### config.mk
export PLATFORM = sky130hd
export DESIGN_NAME = sprite_hit_check
export DESIGN_NICKNAME = d
export VERILOG_FILES = /design/src/rtl/sprite_hit_check.sv
export SDC_FILE = /design/constraint.sdc
export NUM_CORES = 2
export LEC_CHECK = 0
export BUFFER_PORTS_ARGS = -buffer_cell sky130_fd_sc_hd__buf_2
export CAP_MARGIN = 10
export CORE_ASPECT_RATIO = 0.8
export CORE_MARGIN = 5
export CORE_UTILIZATION = 35
export CTS_BUF_LIST = sky130_fd_sc_hd__clkbuf_8
export CTS_CLUSTER_SIZE = 28
export DETAILED_ROUTE_END_ITERATION = 16
export PLACE_DENSITY = 0.48
export RECOVER_POWER = 25
export SYNTH_ARGS = -nofsm -noshare
export SYNTH_HDL_FRONTEND = slang
export SYNTH_SLANG_ARGS = --single-unit
### constraint.sdc
create_clock -name clk -period 6.6 [get_ports clk]
set_clock_uncertainty 0.05 [all_clocks]
set_input_delay 0.33 -clock clk [delete_from_list [all_inputs] [get_ports clk]]
set_output_delay 0.33 -clock clk [all_outputs]
set_load 0.05 [all_outputs]
### src/rtl/sprite_hit_check.sv
// Purpose: frame-rate sprite collision detector; caches sprite RAM, tests all pairs, publishes hit bitmap.
// Latency: SPRITE_NUM + 2 + SPRITE_NUM*(SPRITE_NUM-1)/2 cycles from accepted start to hitCheckDone.
// Backpressure: none; hitCheckStart is ignored while busy and allSpriteHit holds until the next done.
module sprite_hit_check #(
    parameter int SPRITE_NUM = 64,
    parameter int INDEX_W    = 6,
    parameter int SPRITE_W   = 16,
    parameter int SPRITE_H   = 16
) (
    input  logic                  clk,
    input  logic                  rstn,
    input  logic                  hitCheckStart,
    output logic [INDEX_W-1:0]    hitCheck_spriteViewRamIndex,
    input  logic [31:0]           spriteViewRamDataO_hitCheck,
    output logic [SPRITE_NUM-1:0] allSpriteHit,
    output logic                  hitCheckBusy,
    output logic                  hitCheckDone
);

    localparam int                 CNT_W    = INDEX_W + 1;
    localparam logic [INDEX_W-1:0] LAST_IDX = INDEX_W'(SPRITE_NUM - 1);
    localparam logic [INDEX_W-1:0] PEN_IDX  = INDEX_W'(SPRITE_NUM - 2);
    localparam logic [CNT_W-1:0]   LOAD_END = CNT_W'(SPRITE_NUM);
    localparam logic [8:0]         W9       = 9'(SPRITE_W);
    localparam logic [8:0]         H9       = 9'(SPRITE_H);

    // Cached subset of a sprite RAM word; tile and spare attribute bits are dropped.
    typedef struct packed {
        logic       vld;
        logic [1:0] cls;
        logic [7:0] y;
        logic [7:0] x;
    } ent_t;

    typedef enum logic [1:0] {
        ST_IDLE,
        ST_LOAD,
        ST_CMP,
        ST_DONE
    } state_t;

    state_t                  state_q;
    ent_t                    cache_q [SPRITE_NUM];
    logic [SPRITE_NUM-1:0]   work_q;
    logic [SPRITE_NUM-1:0]   all_hit_q;
    logic [CNT_W-1:0]        ld_cnt_q;
    logic [INDEX_W-1:0]      addr_q;
    logic [INDEX_W-1:0]      pi_q;
    logic [INDEX_W-1:0]      pj_q;
    logic                    busy_q;
    logic                    done_q;

    logic                    cache_we;
    logic [INDEX_W-1:0]      cache_wr_idx;
    ent_t                    ea;
    ent_t                    eb;
    logic                    class_ok;
    logic                    ovl_x;
    logic                    ovl_y;
    logic                    pair_hit;
    logic                    unused_bits;

    assign unused_bits = ^{spriteViewRamDataO_hitCheck[30], spriteViewRamDataO_hitCheck[27:16]};

    // Read data for slot k arrives while ld_cnt_q == k+1, so the write trails the counter by one.
    assign cache_we     = (state_q == ST_LOAD) && (ld_cnt_q != '0);
    assign cache_wr_idx = INDEX_W'(ld_cnt_q - CNT_W'(1));

    // Sprite cache: filled once per check during LOAD, cleared only by reset.
    always_ff @(posedge clk or negedge rstn) begin
        if (!rstn) begin
            for (int k = 0; k < SPRITE_NUM; k++) begin
                cache_q[k] <= '0;
            end
        end else if (cache_we) begin
            cache_q[cache_wr_idx] <= '{vld: spriteViewRamDataO_hitCheck[31],
                                       cls: spriteViewRamDataO_hitCheck[29:28],
                                       y:   spriteViewRamDataO_hitCheck[15:8],
                                       x:   spriteViewRamDataO_hitCheck[7:0]};
        end
    end

    // Pair test: class rule plus 9-bit box overlap so edges near 255 never wrap.
    always_comb begin
        ea = cache_q[pi_q];
        eb = cache_q[pj_q];
        class_ok = 1'b0;
        case ({ea.cls, eb.cls})
            4'b0010, 4'b1000,             // player / enemy
            4'b0011, 4'b1100,             // player / enemy bullet
            4'b0110, 4'b1001: class_ok = 1'b1; // player bullet / enemy
            default:          class_ok = 1'b0;
        endcase
        ovl_x = ({1'b0, ea.x} < ({1'b0, eb.x} + W9)) && ({1'b0, eb.x} < ({1'b0, ea.x} + W9));
        ovl_y = ({1'b0, ea.y} < ({1'b0, eb.y} + H9)) && ({1'b0, eb.y} < ({1'b0, ea.y} + H9));
        pair_hit = ea.vld && eb.vld && class_ok && ovl_x && ovl_y;
    end

    // Control FSM: IDLE -> LOAD (address sweep) -> CMP (one pair per cycle) -> DONE (publish).
    always_ff @(posedge clk or negedge rstn) begin
        if (!rstn) begin
            state_q   <= ST_IDLE;
            work_q    <= '0;
            all_hit_q <= '0;
            ld_cnt_q  <= '0;
            addr_q    <= '0;
            pi_q      <= '0;
            pj_q      <= '0;
            busy_q    <= 1'b0;
            done_q    <= 1'b0;
        end else begin
            done_q <= 1'b0;
            case (state_q)
                ST_IDLE: begin
                    if (hitCheckStart) begin
                        state_q  <= ST_LOAD;
                        addr_q   <= '0;
                        work_q   <= '0;
                        ld_cnt_q <= '0;
                        busy_q   <= 1'b1;
                    end
                end
                ST_LOAD: begin
                    if (addr_q != LAST_IDX) begin
                        addr_q <= addr_q + INDEX_W'(1);
                    end
                    if (ld_cnt_q == LOAD_END) begin
                        state_q <= ST_CMP;
                        pi_q    <= '0;
                        pj_q    <= INDEX_W'(1);
                    end else begin
                        ld_cnt_q <= ld_cnt_q + CNT_W'(1);
                    end
                end
                ST_CMP: begin
                    if (pair_hit) begin
                        work_q[pi_q] <= 1'b1;
                        work_q[pj_q] <= 1'b1;
                    end
                    if (pj_q == LAST_IDX) begin
                        if (pi_q == PEN_IDX) begin
                            state_q <= ST_DONE;
                        end else begin
                            pi_q <= pi_q + INDEX_W'(1);
                            pj_q <= pi_q + INDEX_W'(2);
                        end
                    end else begin
                        pj_q <= pj_q + INDEX_W'(1);
                    end
                end
                ST_DONE: begin
                    all_hit_q <= work_q;
                    done_q    <= 1'b1;
                    busy_q    <= 1'b0;
                    state_q   <= ST_IDLE;
                end
                default: state_q <= ST_IDLE;
            endcase
        end
    end

    assign hitCheck_spriteViewRamIndex = addr_q;
    assign allSpriteHit                = all_hit_q;
    assign hitCheckBusy                = busy_q;
    assign hitCheckDone                = done_q;

endmodule

# == Word level (Yosys, flattened, before mapping) ==
# Index checks and enable logic that the tools add are counted.
# totals
output_inout_bits,72
register_bits,1373
inputBits,35
word_cells,377
# op_classes
n_reduce_logical,24
addsub,10
muxes,39
n_bitwise,5
n_eq_ne,22
n_lt_le_gt_ge,12
# ops
operator,count
$bwmux W1216,1
$bmux W19 S6,2
$mux W64,2
$or A64 B64 Y64,2
$pmux W64 S2,1
$demux W19 S6,1
$mux W19,5
$mux W6,8
$add A8 B5 Y9 const B,4
$lt A8 B9 Y1,4
$pmux W6 S2,3
$ge A7 B7 Y1 const B,3
$not A6 Y7,3
$add A6 B1 Y6 const B,3
$lt A6 B7 Y1 const B,2
$mux W7,2
$pmux W7 S2,1
$demux W1 S6,2
$eq A4 B4 Y1 const B,3
$eq A6 B6 Y1 const B,2
$ge A6 B1 Y1 const B,2
$ne A2 B2 Y1 const B,6
$reduce_and A3 Y1,4
$logic_and A1 B1 Y1,10
other kinds (22),36

# == Longest topological paths before layout ==
# logic_depth
depth_word,12
depth_mapped,29
depth_no_buf,19

# == Worst setup path before layout ==
# OpenSTA, ideal clock, no wires.
# synth_timing
path_kind,flip-flop to flip-flop
startpoint,register pi_q[0]
endpoint,register work_q[53]
required_time_ns,6.458
path_buffers,12
arrival_time_ns,5.847
setup_slack_ns,0.611
period_less_slack_ns,5.989
setup_time_ns,0.092
path_stages_with_launch,28
cell_sequence,dfrtp_1 -> buf_6 -> buf_12 -> buf_12 -> buf_12 -> buf_8 -> buf_4 -> buf_2 -> buf_2 -> clkbuf_1 -> buf_2 -> mux4_2 -> mux2i_1 -> o22ai_1 -> nor3_1 -> o21a_1 -> inv_1 -> ha_1 -> a21oi_1 -> nor2b_1 -> o21ai_0 -> nand2b_1 -> or4_1 -> a221o_1 -> a2111o_1 -> buf_6 -> buf_8 -> o31ai_2
# synth_between
elab_chain_len,12
# synth_lines
element,line,source
from (decl),48,logic [INDEX_W-1:0] pi_q;
from (signal assigned),144,pi_q <= pi_q + INDEX_W'(1);
"parallel branches: the longest is 12 deep, another holds $add A8 B5 Y9",n/a,
to (signal assigned),103,work_q <= '0;
to (signal assigned),118,work_q <= '0;
"to (signal, indexed assignment)",137,work_q[pi_q] <= 1'b1;
to (decl),44,logic [SPRITE_NUM-1:0] work_q;
# Several ways; the timed one is not identified. The select of a mux whose other input is x is not followed.
# A chain may end at the register's enable or synchronous reset.

# == Worst setup path after layout ==
# layout_timing
startpoint,register pi_q[1]
endpoint,register work_q[50]
# Same word-level chain as after synthesis.

==> run_results.csv <==
group,metric,value,unit
die,die_w,521,µm
grt,grt_use_total,0.280,
sta,worstMarginPinSlew,3.42,ns
setup_path,cp-end-kind,"register",
synthesis,synthFlopType,"dfrtp_1",
clocking,clkSlewWorstSetupHoldPaths,0.07,ns
synthesis,async_flop_share,1.00,
clocking,cts_tree,"done",
grt,grt_overflow,0,
synthesis,syn_nets,5626,
setup_path,ff2ff_setup_slack,0.31,ns
die,die_area,218000,µm²
clocking,post_cts_buffers,0,
setup_path,slowest_stage,"dfrtp_4",
grt,antenna_found_initial,19,
route,drt_pass1_iterations,8,
synthesis,synthAdderAreaFrac,0.00753,
setup_path,r2r-start,"pi_q[1]",
pwr,internal_power,16.8,mW
route,antenna_left,0,
route,avgRoutedWirePerCell,36.1,µm
clocking,clk_latency,1.03,ns
synthesis,yosys-mux-area-fraction,0.344,
route,drt-total-wl,311000,µm
setup_path,critPathKind,"register to register",
hold_path,hold_depth,3,
synthesis,ys_ff_latch,1373,
finish,n_fill_cell,19800,
clocking,h-tree-depth,4,
die,die-height,419,µm
placement,dp_hpwl,202000,µm
route,drc,0,
sta,maxSlewViolCount,626,
synthesis,synth.top_cell.area_share,0.470,
placement,globalplace.congestion,0.984,
hold_path,hold_class,"input pin to register",
setup_path,crit_arrival,7.16,ns
pwr,p_seq_frac,0.409,
route,vias,54500,
setup_path,cpPeakStageDelay,1.09,ns
clocking,cts_buffers,234,
clocking,ctsResizeCount,0,
synthesis,synth_top_family_by_area,"multiplexers",
synthesis,synth-edff-count,0,
grt,grt_pass1_vias,53600,
pwr,p_sw,9.49,mW
hold_path,min_to,"cache_q[181]",
sta,min_period,6.29,ns
clocking,clock-sinks,1373,
synthesis,synth_cell_types,79,
sta,period_share,0.953,
synthesis,syn_avg_cell_area,13.2,µm²
synthesis,yosys-top-cells-area,"dfrtp_1 47%, mux2_2 21%, mux4_2 8.9%, mux2i_1 3.6%, a22oi_1 2.1%",
synthesis,netlist_instances,5547,
setup_path,crit_top_cell,"buf_4",
synthesis,synth_xor_area_frac,0.00288,
run,cap_violations,10,
grt,grt_pass1_wl,435000,µm
synthesis,post-synth-top-area-cell,"dfrtp_1",
synthesis,syn_area,73100,µm²
finish,layout-drive-gt1-share,0.432,
route,viasPerCell,6.33,
sta,fmax,159,MHz
setup_path,worst_r2r_endpoint,"work_q[50]",
pwr,pwr-share-clk,0.312,
finish,area_growth,13.1,%
die,start_util,0.351,
pwr,pwr-share-comb,0.279,
die,core-area,208000,µm²
pwr,p_leak,35.2,nW
pwr,power_density,318,nW/µm²
synthesis,synth_compound_area_frac,0.0993,
sta,setup_viol,0,
setup_path,worstPathCellList,"buf_4, mux4_2, mux2i_1, o22ai_1, nor3_1, o21a_1, inv_1, ha_1, nor2b_1, o21ai_0, nand2b_1, or4_1, a221o_1, a2111o_2, buf_12, buf_4, o31ai_2",
setup_path,worstPathRequired,7.47,ns
finish,fin_nets,5764,
die,io_pins,107,
grt,grt_max_degree,169,
clocking,clk_path_buf_depth,3,
pwr,ir_drop,0.000194,V
run_status,status,"finished with violations",
synthesis,synthSimpleGateAreaFrac,0.0406,
clocking,cts-root-buf,"clkbuf_8",
sta,finalHoldViolCount,0,
sta,tns,0,ns
setup_path,critical_path.max_fanout,46,
setup_path,worst_r2r_path_depth,17,
run_status,violations,"max-capacitance violations, max-slew violations",
pwr,swShare,0.361,
placement,io_buffer_count,93,
sta,rsz0062_at_grt,"false",
die,num_rows,150,
route,drt_iter0_markers,6627,
sta,relSlewSlack,-1.28,
synthesis,ys_warn_count,0,
synthesis,seq_area_frac_synth,0.470,
sta,holdWs,0.104,ns
setup_path,critPathLaunchType,"register",
hold_path,hold_start,"spriteViewRamDataO_hitCheck[10]",
## flip-flops by register name (all words and copies together), names as in the netlist
register	flops
pi_q	6
hitCheckDone	1
hitCheck_spriteViewRamIndex	6
hitCheckBusy	1
pj_q	6
allSpriteHit	64
cache_q	1216
ld_cnt_q	7
work_q	64
state_q	2
## worst max-delay path by stage
stage / from / to / slack, ns / cells after the start
after floorplan: pi_q[0] / work_q[53] / 0.61 / 27
after global placement: pi_q[1] / work_q[23] / 0.45 / 17
after detailed placement: pi_q[1] / work_q[50] / 0.48 / 17
after CTS: pi_q[1] / work_q[55] / 0.51 / 17
after global routing: pi_q[1] / work_q[63] / 0.22 / 17
final: pi_q[1] / work_q[50] / 0.31 / 17
## power groups by stage
| stage | Sequential [mW] | Clock (mW) | Combinational, mW |
|---|---|---|---|
| 2_1_floorplan | 10.5 | 0 | 4.31 |
| 3_3_place_gp | 10.8 | 0 | 7.06 |
| 3_5_place_dp | 10.9 | 0 | 7.13 |
| 4_1_cts | 10.7 | 8.37 | 7.17 |
| 5_1_grt | 10.9 | 8.72 | 7.66 |
| 6_report | 10.8 | 8.20 | 7.35 |
## through the flow
stage / worst slack, ns / power (mW) / instances / utilization / cell area, µm²
final: 0.311 / 26.3 / 8619 / 0.397 / 82700
after detailed placement: 0.477 / 18.0 / 8180 / 0.373 / 77800
after floorplan: 0.611 / 14.8 / 5547 / - / 73100
after CTS: 0.506 / 26.3 / 8611 / 0.397 / 82800
after global routing: 0.216 / 27.3 / 8613 / 0.397 / 82700
after global placement: 0.455 / 17.9 / 8180 / 0.373 / 77800
## cell type report
| type | instances | area, µm² | area share |
|---|---|---|---|
| clock buffers | 298 | 4100 | 0.0496 |
| inverters | 34 | 136 | 0.00165 |
| multi-input cells | 3607 | 36400 | 0.440 |
| well taps | 2736 | 3420 | 0.0414 |
| flip-flops and latches | 1373 | 34400 | 0.416 |
| clock inverters | 128 | 810 | 0.00979 |
| repair buffers | 435 | 3420 | 0.0413 |
| diodes | 8 | 20.0 | 0.000242 |
## cell usage after synthesis, types with 7 or more instances
master,n
buf_4,10
o221ai_1,11
xnor2_1,11
buf_2,76
a22o_1,50
a22oi_1,203
buf_1,58
o22a_1,14
nor2_1,135
a211oi_1,17
or3_1,11
buf_6,9
nand4_1,28
and2_1,14
mux4_2,290
o31ai_1,7
o21ai_0,71
a31oi_1,31
nor3_1,19
a221o_1,21
inv_1,30
o22ai_1,147
o21a_1,8
o211ai_1,11
mux4_1,28
clkbuf_1,364
nand3_1,70
mux2_2,1355
nand2_1,281
a221oi_1,154
nor2b_1,14
o2bb2ai_1,9
buf_12,11
ha_1,44
nand2b_1,14
a21oi_1,94
mux2i_1,262
nor3b_1,10
xor2_1,13
dfrtp_1,1373
o31ai_2,60
and3_1,9
## kinds of logic after synthesis
logic type      count (synthesis)
fa+ha+maj                      44
mux                          1936
simple gates                  646
flops                        1373
buf+inv                       567
compound gates                957
xor+xnor                       24
## placed cells by master (no fill, tap or decap), types with 20 or more instances in the layout
| master | instances |
|---|---|
| dfrtp_1 | 1366 |
| mux2_2 | 1355 |
| clkbuf_8 | 298 |
| mux4_2 | 290 |
| buf_4 | 290 |
| nand2_1 | 281 |
| mux2i_1 | 262 |
| a22oi_1 | 203 |
| a221oi_1 | 154 |
| o22ai_1 | 147 |
| inv_1 | 115 |
| nor2_1 | 103 |
| a21oi_1 | 94 |
| buf_2 | 91 |
| o21ai_0 | 71 |
| nand3_1 | 70 |
| o31ai_2 | 60 |
| a22o_1 | 50 |
| ha_1 | 43 |
| buf_12 | 34 |
| a31oi_1 | 31 |
| nand4_1 | 28 |
| mux4_1 | 28 |
| clkinv_2 | 20 |
| a221o_1 | 20 |
## worst max-delay path, delay by kind of cell, from the launching register on
| family | cells | cell delay, ns |
|---|---|---|
| compound gates | 6 | 1.77 |
| simple gates | 4 | 1.43 |
| flops | 1 | 1.09 |
| buf+inv | 4 | 0.92 |
| mux | 2 | 0.51 |
| fa+ha+maj | 1 | 0.29 |
## metal layers
| layer | track usage | part of all wire |
|---|---|---|
| met4 | 0.0921 | 0.039 |
| met5 | 0 | 0.00013 |
| met3 | 0.0991 | 0.12 |
| met2 | 0.377 | 0.40 |
| met1 | 0.414 | 0.45 |
## what timing repair did
action / 4_1_cts / 5_1_grt
hold endpoints to repair: 486 / 0
setup endpoints to repair: 0 / 0
hold buffers: 5 / 0
No activity file was read; power rests on OpenSTA's default activity.
